==> config.mk <==
export PLATFORM = sky130hd
export DESIGN_NAME = mux_nto1_rr_flat
export DESIGN_NICKNAME = d
export VERILOG_FILES = /design/src/rtl/mux_nto1_rr_if.sv /design/src/rtl/mux_nto1_rr.sv /design/src/flat_wrapper.sv
export SDC_FILE = /design/constraint.sdc
export NUM_CORES = 1
export LEC_CHECK = 0
export BUFFER_PORTS_ARGS = -buffer_cell sky130_fd_sc_hd__buf_2
export CORE_MARGIN = 2
export CORE_UTILIZATION = 43
export DETAILED_ROUTE_END_ITERATION = 7
export PLACE_DENSITY_LB_ADDON = 0.2
export SLEW_MARGIN = 20
export SYNTH_ARGS = -nofsm -noshare
export SYNTH_HDL_FRONTEND = slang
export SYNTH_SLANG_ARGS = --single-unit
==> constraint.sdc <==
create_clock -name clk -period 2.2 [get_ports clk]
set_input_delay 0.22 -clock clk [delete_from_list [all_inputs] [get_ports clk]]
set_output_delay 0.22 -clock clk [all_outputs]
set_load 0.005 [all_outputs]
==> src/rtl/mux_nto1_rr_if.sv <==
// Bus bundle for mux_nto1_rr: per-channel inputs, select controls and the registered output port.
// xfer_cnt exists only when MUX_NTO1_STAT_EN is defined.
interface mux_nto1_rr_if #(
  parameter int WIDTH = 8,
  parameter int NCH   = 4,
  parameter int SELW  = 2
);
  logic [NCH*WIDTH-1:0] in_data;
  logic [NCH-1:0]       in_valid;
  logic [NCH-1:0]       in_ready;
  logic                 mode;
  logic [SELW-1:0]      sel;
  logic [WIDTH-1:0]     out_data;
  logic                 out_valid;
  logic                 out_ready;
  logic [SELW-1:0]      out_ch;
`ifdef MUX_NTO1_STAT_EN
  logic [15:0]          xfer_cnt;

  modport slave (
    input  in_data, in_valid, mode, sel, out_ready,
    output in_ready, out_data, out_valid, out_ch, xfer_cnt
  );
  modport master (
    output in_data, in_valid, mode, sel, out_ready,
    input  in_ready, out_data, out_valid, out_ch, xfer_cnt
  );
`else
  modport slave (
    input  in_data, in_valid, mode, sel, out_ready,
    output in_ready, out_data, out_valid, out_ch
  );
  modport master (
    output in_data, in_valid, mode, sel, out_ready,
    input  in_ready, out_data, out_valid, out_ch
  );
`endif
endinterface

==> src/rtl/mux_nto1_rr.sv <==
// N-channel registered mux with valid/ready on every port; external select or round-robin.
// Optional transfer counter (xfer_cnt) enabled by defining MUX_NTO1_STAT_EN.
module mux_nto1_rr #(
  parameter int WIDTH = 8,
  parameter int NCH   = 4,
  parameter int SELW  = 2
) (
  input  logic clk,
  input  logic rst_n,
  mux_nto1_rr_if.slave bus
);

  logic [WIDTH-1:0] w_ch_data [NCH];
  logic [NCH-1:0]   w_grant;
  logic [SELW-1:0]  w_gnt_idx;
  logic             w_found;
  logic             w_load_en;
  logic             w_xfer;
  logic [SELW:0]    w_cand;

  logic [WIDTH-1:0] r_out_data;
  logic             r_out_valid;
  logic [SELW-1:0]  r_out_ch;
  logic [SELW-1:0]  r_rr_ptr;

  for (genvar gi = 0; gi < NCH; gi++) begin : g_unpack
    assign w_ch_data[gi] = bus.in_data[gi*WIDTH +: WIDTH];
  end

  assign w_load_en = !r_out_valid || bus.out_ready;

  always_comb begin
    w_grant   = '0;
    w_gnt_idx = '0;
    w_found   = 1'b0;
    w_cand    = '0;
    if (!bus.mode) begin
      if ({1'b0, bus.sel} < (SELW+1)'(NCH)) begin
        w_found   = bus.in_valid[bus.sel];
        w_gnt_idx = bus.sel;
      end
    end else begin
      // Search starts just past the last granted channel and wraps modulo NCH.
      for (int k = 1; k <= NCH; k++) begin
        w_cand = {1'b0, r_rr_ptr} + (SELW+1)'(k);
        if (w_cand >= (SELW+1)'(NCH))
          w_cand = w_cand - (SELW+1)'(NCH);
        if (!w_found && bus.in_valid[w_cand[SELW-1:0]]) begin
          w_found   = 1'b1;
          w_gnt_idx = w_cand[SELW-1:0];
        end
      end
    end
    if (w_found)
      w_grant[w_gnt_idx] = 1'b1;
  end

  // Held in reset no producer may believe a handshake took place.
  assign bus.in_ready = w_grant & {NCH{w_load_en & rst_n}};
  assign w_xfer       = w_found & w_load_en;

  always_ff @(posedge clk or negedge rst_n) begin
    if (!rst_n) begin
      r_out_data  <= '0;
      r_out_valid <= 1'b0;
      r_out_ch    <= '0;
      r_rr_ptr    <= SELW'(NCH-1);
    end else if (w_xfer) begin
      r_out_data  <= w_ch_data[w_gnt_idx];
      r_out_ch    <= w_gnt_idx;
      r_out_valid <= 1'b1;
      r_rr_ptr    <= w_gnt_idx;
    end else if (r_out_valid && bus.out_ready) begin
      r_out_valid <= 1'b0;
    end
  end

  assign bus.out_data  = r_out_data;
  assign bus.out_valid = r_out_valid;
  assign bus.out_ch    = r_out_ch;

`ifdef MUX_NTO1_STAT_EN
  logic [15:0] r_xfer_cnt;

  always_ff @(posedge clk or negedge rst_n) begin
    if (!rst_n)
      r_xfer_cnt <= '0;
    else if (r_out_valid && bus.out_ready && (r_xfer_cnt != 16'hFFFF))
      r_xfer_cnt <= r_xfer_cnt + 16'd1;
  end

  assign bus.xfer_cnt = r_xfer_cnt;
`endif

endmodule
==> src/flat_wrapper.sv <==
// flat-port wrapper written by rule: the top's interface ports become plain ports
module mux_nto1_rr_flat 
#(
  parameter int WIDTH = 8,
  parameter int NCH   = 4,
  parameter int SELW  = 2
)
  (clk, rst_n, bus_in_data, bus_in_valid, bus_mode, bus_sel, bus_out_ready, bus_in_ready, bus_out_data, bus_out_valid, bus_out_ch);
  mux_nto1_rr_if #(.WIDTH(WIDTH), .NCH(NCH), .SELW(SELW)) bus_i ();
  input  logic clk;
  input  logic rst_n;
  input wire logic [$bits(bus_i.in_data)-1:0] bus_in_data;
  input wire logic [$bits(bus_i.in_valid)-1:0] bus_in_valid;
  input wire logic [$bits(bus_i.mode)-1:0] bus_mode;
  input wire logic [$bits(bus_i.sel)-1:0] bus_sel;
  input wire logic [$bits(bus_i.out_ready)-1:0] bus_out_ready;
  output wire logic [$bits(bus_i.in_ready)-1:0] bus_in_ready;
  output wire logic [$bits(bus_i.out_data)-1:0] bus_out_data;
  output wire logic [$bits(bus_i.out_valid)-1:0] bus_out_valid;
  output wire logic [$bits(bus_i.out_ch)-1:0] bus_out_ch;
  assign bus_i.in_data = bus_in_data;
  assign bus_i.in_valid = bus_in_valid;
  assign bus_i.mode = bus_mode;
  assign bus_i.sel = bus_sel;
  assign bus_i.out_ready = bus_out_ready;
  assign bus_in_ready = bus_i.in_ready;
  assign bus_out_data = bus_i.out_data;
  assign bus_out_valid = bus_i.out_valid;
  assign bus_out_ch = bus_i.out_ch;
  mux_nto1_rr #(.WIDTH(WIDTH), .NCH(NCH), .SELW(SELW)) u_core (.clk(clk), .rst_n(rst_n), .bus(bus_i));
endmodule
==> results.toml, run 1 <==
[sta]
tns_ns = -0.2031
period_share_pct = 102.9
post-route-min-period_ns = 2.263
setup_violations = 4
finalHoldViolations = 0
slew-limit-headroom_pct = 71.11
rsz0062_at_grt = "true"
max_freq_ghz = 0.4418
worstMarginPinSlew_ns = 0.4323
fin_skew_ns = 0.004507
worst_slack_ns = -0.06322
drv_slew = 0
worst_hold_slack_ns = 0.2569

[grt]
grt_overflow = 0
grt_usage_pct = 19.33
grt_max_degree = 22
grt_pass1_vias = 885
antenna_found_initial = 0
grt_pass1_wl_um = 3857

[clock_network]
clock-sinks = 13
clk_latency_ns = 0.28
cts.clk_slew.worst_paths_ns = 0.09
cts_max_level = 1
clock_path_buffers = 2
cts_made_buffers = 3
cts_tree = "done"
cts_root_buf = "clkbuf_4"

[yosys]
synth-adder-area-share_pct = 0
syn-num-nets = 141
synth_area_leaders = "dfrtp_1, mux2i_1, nand2_1"
synth_compound_area_share_pct = 15.06
synth_area_per_cell_um2 = 9.732
yosysTopAreaCell = "dfrtp_1"
synthMuxAreaShare_pct = 22.34
synth_top_family_by_area = "simple AND/OR/NAND/NOR gates"
seq_area_frac_synth_pct = 34.03
synthXorXnorAreaFrac_pct = 0
synth_common_cells = "nand2_1, mux2i_1, dfrtp_1"
synthFlopType = "dfrtp_1"
syn_area_um2 = 963.4
synthSimpleGateAreaFrac_pct = 22.99
async_flop_share_pct = 100.0
synth-seq-cells = 13
synth_cells = 99
synth_cell_types = 31
synth_top_area_share_pct = 28.57
synth_enable_flop_cells = 0
yosys_warnings = 0
post-synth-top-count-cell = "nand2_1"

[drt]
drcViolationCount = 0
drt_wl_total_um = 2638
via_per_inst = 5.242
dr.pass1.iters = 4
ant_nets = 0
vias = 1017
routedWlPerCell_um = 13.60
first_iter_violations = 8

[layout]
final_cells = 194
antenna_cells = 0
final-seq-area_um2 = 327.8
nets = 209
drive_above_1_share_pct = 57.23
nFillCells = 183
multi_input_area_um2 = 699.4
area_growth_syn_to_layout_pct = 54.16
final_core_util_pct = 68.45

[place]
gp_congestion = 0.8052
port_buffers = 56
placed_cells = 181
dp_hpwl_um = 1837

[critical_path]
crit_buf_inv = 1
cp_slowest_cell = "dfstp_2"
path_delay_family = "flip-flops"
cp_max_fo = 7
worst-endpoint-required_ns = 1.98
crit_chain = "mux4_2 > nor2b_2 > o21ai_2 > nand3_2 > nor2_2 > and3_1 > buf_2"
cp-start-kind = "register"
cp.arrival_ns = 2.04
criticalPathCategory = "reg2out"
critical-path-max-stage-delay_ns = 0.60
cp-end-kind = "primary output"

[power_and_ir_drop]
finalPower_w = 0.001047
power_density_nw_per_um2 = 705.2
ir_drop_uv = 471.5
leakage_nw = 0.7579

[outcome]
violations = "setup timing"
status = "finished, violations left"

[floorplanning]
die-area_um2 = 2635
start_util_pct = 44.41
die_h_um = 51.34
core_um2 = 2170
fp-row-count = 17
die_w_um = 51.34
ios = 57

[min_path]
hp-class = "in2reg"

[job]
maxCapViolations = 0
## area by class of cell
class / count / share of cell area [%]
clock buffer: 4 / 1.769
timing repair buffer: 67 / 25.95
inverter: 3 / 0.7582
sequential: 13 / 22.07
tap: 28 / 2.359
multi-input combinational: 79 / 47.09
## registers in the layout (all words and copies together) (netlist names)
register,flops
u_core.bus.out_ch,2
u_core.bus.out_valid,1
u_core.bus.out_data,8
u_core.r_rr_ptr,2
## worst paths after layout
kind	to	slack [ns]	depth (start not counted)	start
worst max-delay path	bus_in_ready[3]	-0.06	7	u_core.r_rr_ptr[0]
worst min-delay path	u_core.bus.out_data[2]	0.26	3	bus_in_data[18]
worst max register to register	u_core.bus.out_data[3]	0.07	8	u_core.r_rr_ptr[0]
worst min register to register	u_core.bus.out_ch[1]	0.48	2	u_core.bus.out_ch[1]
max in group asynchronous	u_core.r_rr_ptr[0]	1.55	2	rst_n
min in group asynchronous	u_core.bus.out_ch[1]	0.36	2	rst_n
## worst reg2reg max path, delay by kind of cell, from the launching register on
kind	cells	cell delay (ns)
AO/OA/AOI/OAI	2	0.19
flip-flops	1	0.60
AND/OR/NAND/NOR	3	0.44
multiplexers	1	0.52
buffers and inverters	2	0.25
## logic make-up (layout without fill, tap and decap cells)
logic type | count (synthesis) | in the layout
simple gates | 43 | 44
mux | 19 | 19
compound gates | 16 | 16
flops | 13 | 13
buf+inv | 8 | 74
## power by group
group	switching [W]	total (W)	internal, W
clock	0.0000829	0.000153	0.0000702
sequential	0.0000509	0.000369	0.000318
combinational	0.000252	0.000525	0.000273
total	0.000385	0.00105	0.000662
## cell usage in the layout, fill, tap and decap left out, types with 2 or more instances in the layout
cell type and count:
buf_6 2, nand2_1 18, inv_1 3, and3_1 2, dfstp_2 2, dfrtp_1 11, o221ai_2 8, buf_2 56
mux2i_1 16, nor2b_1 3, nand2b_4 2, nor2_1 5, clkbuf_4 3, mux4_2 2, nand2b_1 2, buf_4 7
## per-layer routing
layer | routed length, µm | track usage (%) | up-vias | share of wire [%]
met5 | 0 | 0 | - | 0
li1 | - | - | 504 | -
met3 | 160 | 3.216 | 6 | 6.1
met4 | 43 | 6.579 | 0 | 1.6
met1 | 1159 | 26.61 | 468 | 44
met2 | 1275 | 30.74 | 39 | 48
## per-stage QoR
stage                     cell area, µm²  setup slack [ns]
after CTS                           1330           -0.1265
after floorplan                    963.4            0.3357
after detailed placement            1271            0.1448
after global placement              1271            0.2140
final                               1485          -0.06322
after global routing                1485           -0.1375
## timing repair
item / 4_1_cts / 5_1_grt
hold buffers: 1 / 0
pin swaps: 4 / 4
gates cloned: 0 / 1
buffers inserted: 3 / 4
endpoints found under the hold margin: 11 / 0
setup endpoints to repair: 4 / 14
resized for setup: 0 / 23
Note: power is estimated with default switching activity, not from simulation.
==> inputs of run 2 (changes only) <==
==> constraint.sdc (replaced) <==
create_clock -name clk -period 2.2 [get_ports clk]
set_input_delay 0.22 -clock clk [delete_from_list [all_inputs] [get_ports clk]]
set_output_delay 0.22 -clock clk [all_outputs]
set_load 0.01 [all_outputs]
==> run 2 against run 1 <==
The flow still finishes with violations (setup timing). Critical path depth stayed put. Sequential share of layout area shrank 0.33 points. Clock skew down 0.0023 ns. Clock power down 3%. Critical path type unchanged. Critical endpoint is now bus_in_ready[1]. Largest power group unchanged.
==> results.toml, run 2 (synthesized netlist as in run 1, its figures left out) <==
[layout]
nets = 216
drive_above_1_share_pct = 57.80
final_core_util_pct = 69.49
largest_reg_flops = 8
final_cell_mix = "buf_2, nand2_1, mux2i_1"
final_common_cell = "buf_2"
area_growth_syn_to_layout_pct = 56.49
antenna_cells = 0

[clock_network]
cts_made_buffers = 3
clock-sinks = 13
cts_max_level = 1
cts_root_buf = "clkbuf_4"
clock_path_buffers = 2
cts_tree = "done"
clk_latency_ns = 0.27
cts.clk_slew.worst_paths_ns = 0.08

[sta]
max_freq_ghz = 0.4398
worst_slack_ns = -0.07385
finalHoldViolations = 0
slew-limit-headroom_pct = 73.65
drv_slew = 0
period_share_pct = 103.4
rsz0062_at_grt = "true"
tns_ns = -0.2576
worst_hold_slack_ns = 0.2613
worstMarginPinSlew_ns = 0.3876
setup_violations = 4
fin_skew_ns = 0.002254
post-route-min-period_ns = 2.274

[critical_path]
critical-path-max-stage-delay_ns = 0.60
cp_slowest_cell = "dfstp_2"
worst-endpoint-required_ns = 1.98
cp-end-kind = "primary output"
cp.arrival_ns = 2.05
criticalPathCategory = "reg2out"
crit_chain = "mux4_2 > nor2b_2 > o21ai_2 > nand3_2 > nor2_2 > and3_1 > buf_2"
path_delay_family = "flip-flops"
cp-start-kind = "register"
cp_max_fo = 6
crit_buf_inv = 1

[floorplanning]
core_um2 = 2170
die_w_um = 51.34
die_h_um = 51.34
ios = 57
start_util_pct = 44.41
fp-row-count = 17
die-area_um2 = 2635

[drt]
drt_wl_total_um = 2964
first_iter_violations = 14
drcViolationCount = 0
via_per_inst = 5.264
dr.pass1.iters = 4
vias = 1058
ant_nets = 0
routedWlPerCell_um = 14.75

[grt]
met1_usage_pct = 26.29
use_met2_pct = 32.03
grt_most_used_layer = "met2"
grt_pass1_wl_um = 3926
antenna_found_initial = 0
grt_usage_pct = 19.47
grt_overflow = 0
gr-usage-met3_pct = 2.632
grt_max_degree = 22
grt_pass1_vias = 919

[power_and_ir_drop]
p_comb_share_pct = 52.0
power_switching_w = 0.0004094
power_frac_seq_pct = 34.3
ir_drop_uv = 427.1
internal-power_w = 0.0006821
power.share.clock_pct = 13.7
p_sw_share_pct = 37.51
power_density_nw_per_um2 = 724.0
leakage_nw = 0.7882

[job]
maxCapViolations = 0

[min_path]
hp-class = "in2reg"

[outcome]
violations = "setup timing"
status = "finished, violations left"

[place]
dp_hpwl_um = 1852
port_buffers = 56
gp_congestion = 0.8119
[run 2: layout make-up]
type / count / area, µm²
inverters: 3 / 11.26
multi-input cells: 78 / 650.6
fillers: 195 / 661.9
clock buffers: 4 / 26.28
flip-flops and latches: 13 / 327.8
well taps: 28 / 35.03
repair buffers: 75 / 456.7
[run 2: worst min-delay path, delay by kind of cell]
| family | cells | cell delay [ns] |
|---|---|---|
| buffers and inverters | 1 | 0.07 |
| muxes | 1 | 0.05 |
| AOI/OAI and AO/OA | 1 | 0.15 |
[run 2: timing repair]
item | in CTS | in global routing
setup endpoints to repair | 4 | 11
endpoints found under the hold margin | 11 | 0
gates cloned | 0 | 1
resized for setup | 3 | 14
hold buffers | 1 | 0
setup buffers | 5 | 9
pin swaps | 5 | 6
[run 2: final timing paths]
| kind | cells past startpoint | endpoint | start | slack [ns] |
|---|---|---|---|---|
| max | 7 | bus_in_ready[1] | u_core.r_rr_ptr[0] | -0.07 |
| min | 3 | u_core.bus.out_data[0] | bus_in_data[16] | 0.26 |
| max reg2reg | 7 | u_core.bus.out_data[6] | u_core.r_rr_ptr[0] | 0.06 |
| min reg2reg | 2 | u_core.bus.out_ch[1] | u_core.bus.out_ch[1] | 0.48 |
| max in group asynchronous | 2 | u_core.r_rr_ptr[0] | rst_n | 1.54 |
| min in group asynchronous | 2 | u_core.bus.out_ch[1] | rst_n | 0.37 |
[run 2: stage by stage]
| stage | setup slack (ns) | cell area (µm²) | power (W) | instances |
|---|---|---|---|---|
| final | -0.07385 | 1508 | 0.001092 | 201 |
| after detailed placement | 0.1502 | 1271 | 0.0008118 | 181 |
| after floorplan | 0.2097 | 963.4 | 0.0006541 | 99 |
| after global routing | -0.1766 | 1508 | 0.001167 | 201 |
| after CTS | -0.07198 | 1354 | 0.0009945 | 191 |
| after global placement | 0.2014 | 1271 | 0.0008009 | 181 |
[run 2: layer usage]
metal | part of all wire [%] | up-vias
met2 | 53 | 37
met5 | 0 | -
met3 | 5.5 | 2
met1 | 41 | 501
met4 | 0.34 | 0
li1 | - | 518
[run 2: power by group through the flow]
stage | sequential [W] | combinational (W) | clock, W
after floorplan | 0.000393 | 0.000261 | 0
final | 0.000375 | 0.000568 | 0.000149
after global routing | 0.000384 | 0.000619 | 0.000164
after detailed placement | 0.000378 | 0.000434 | 0
after CTS | 0.000371 | 0.000471 | 0.000153
after global placement | 0.000376 | 0.000425 | 0
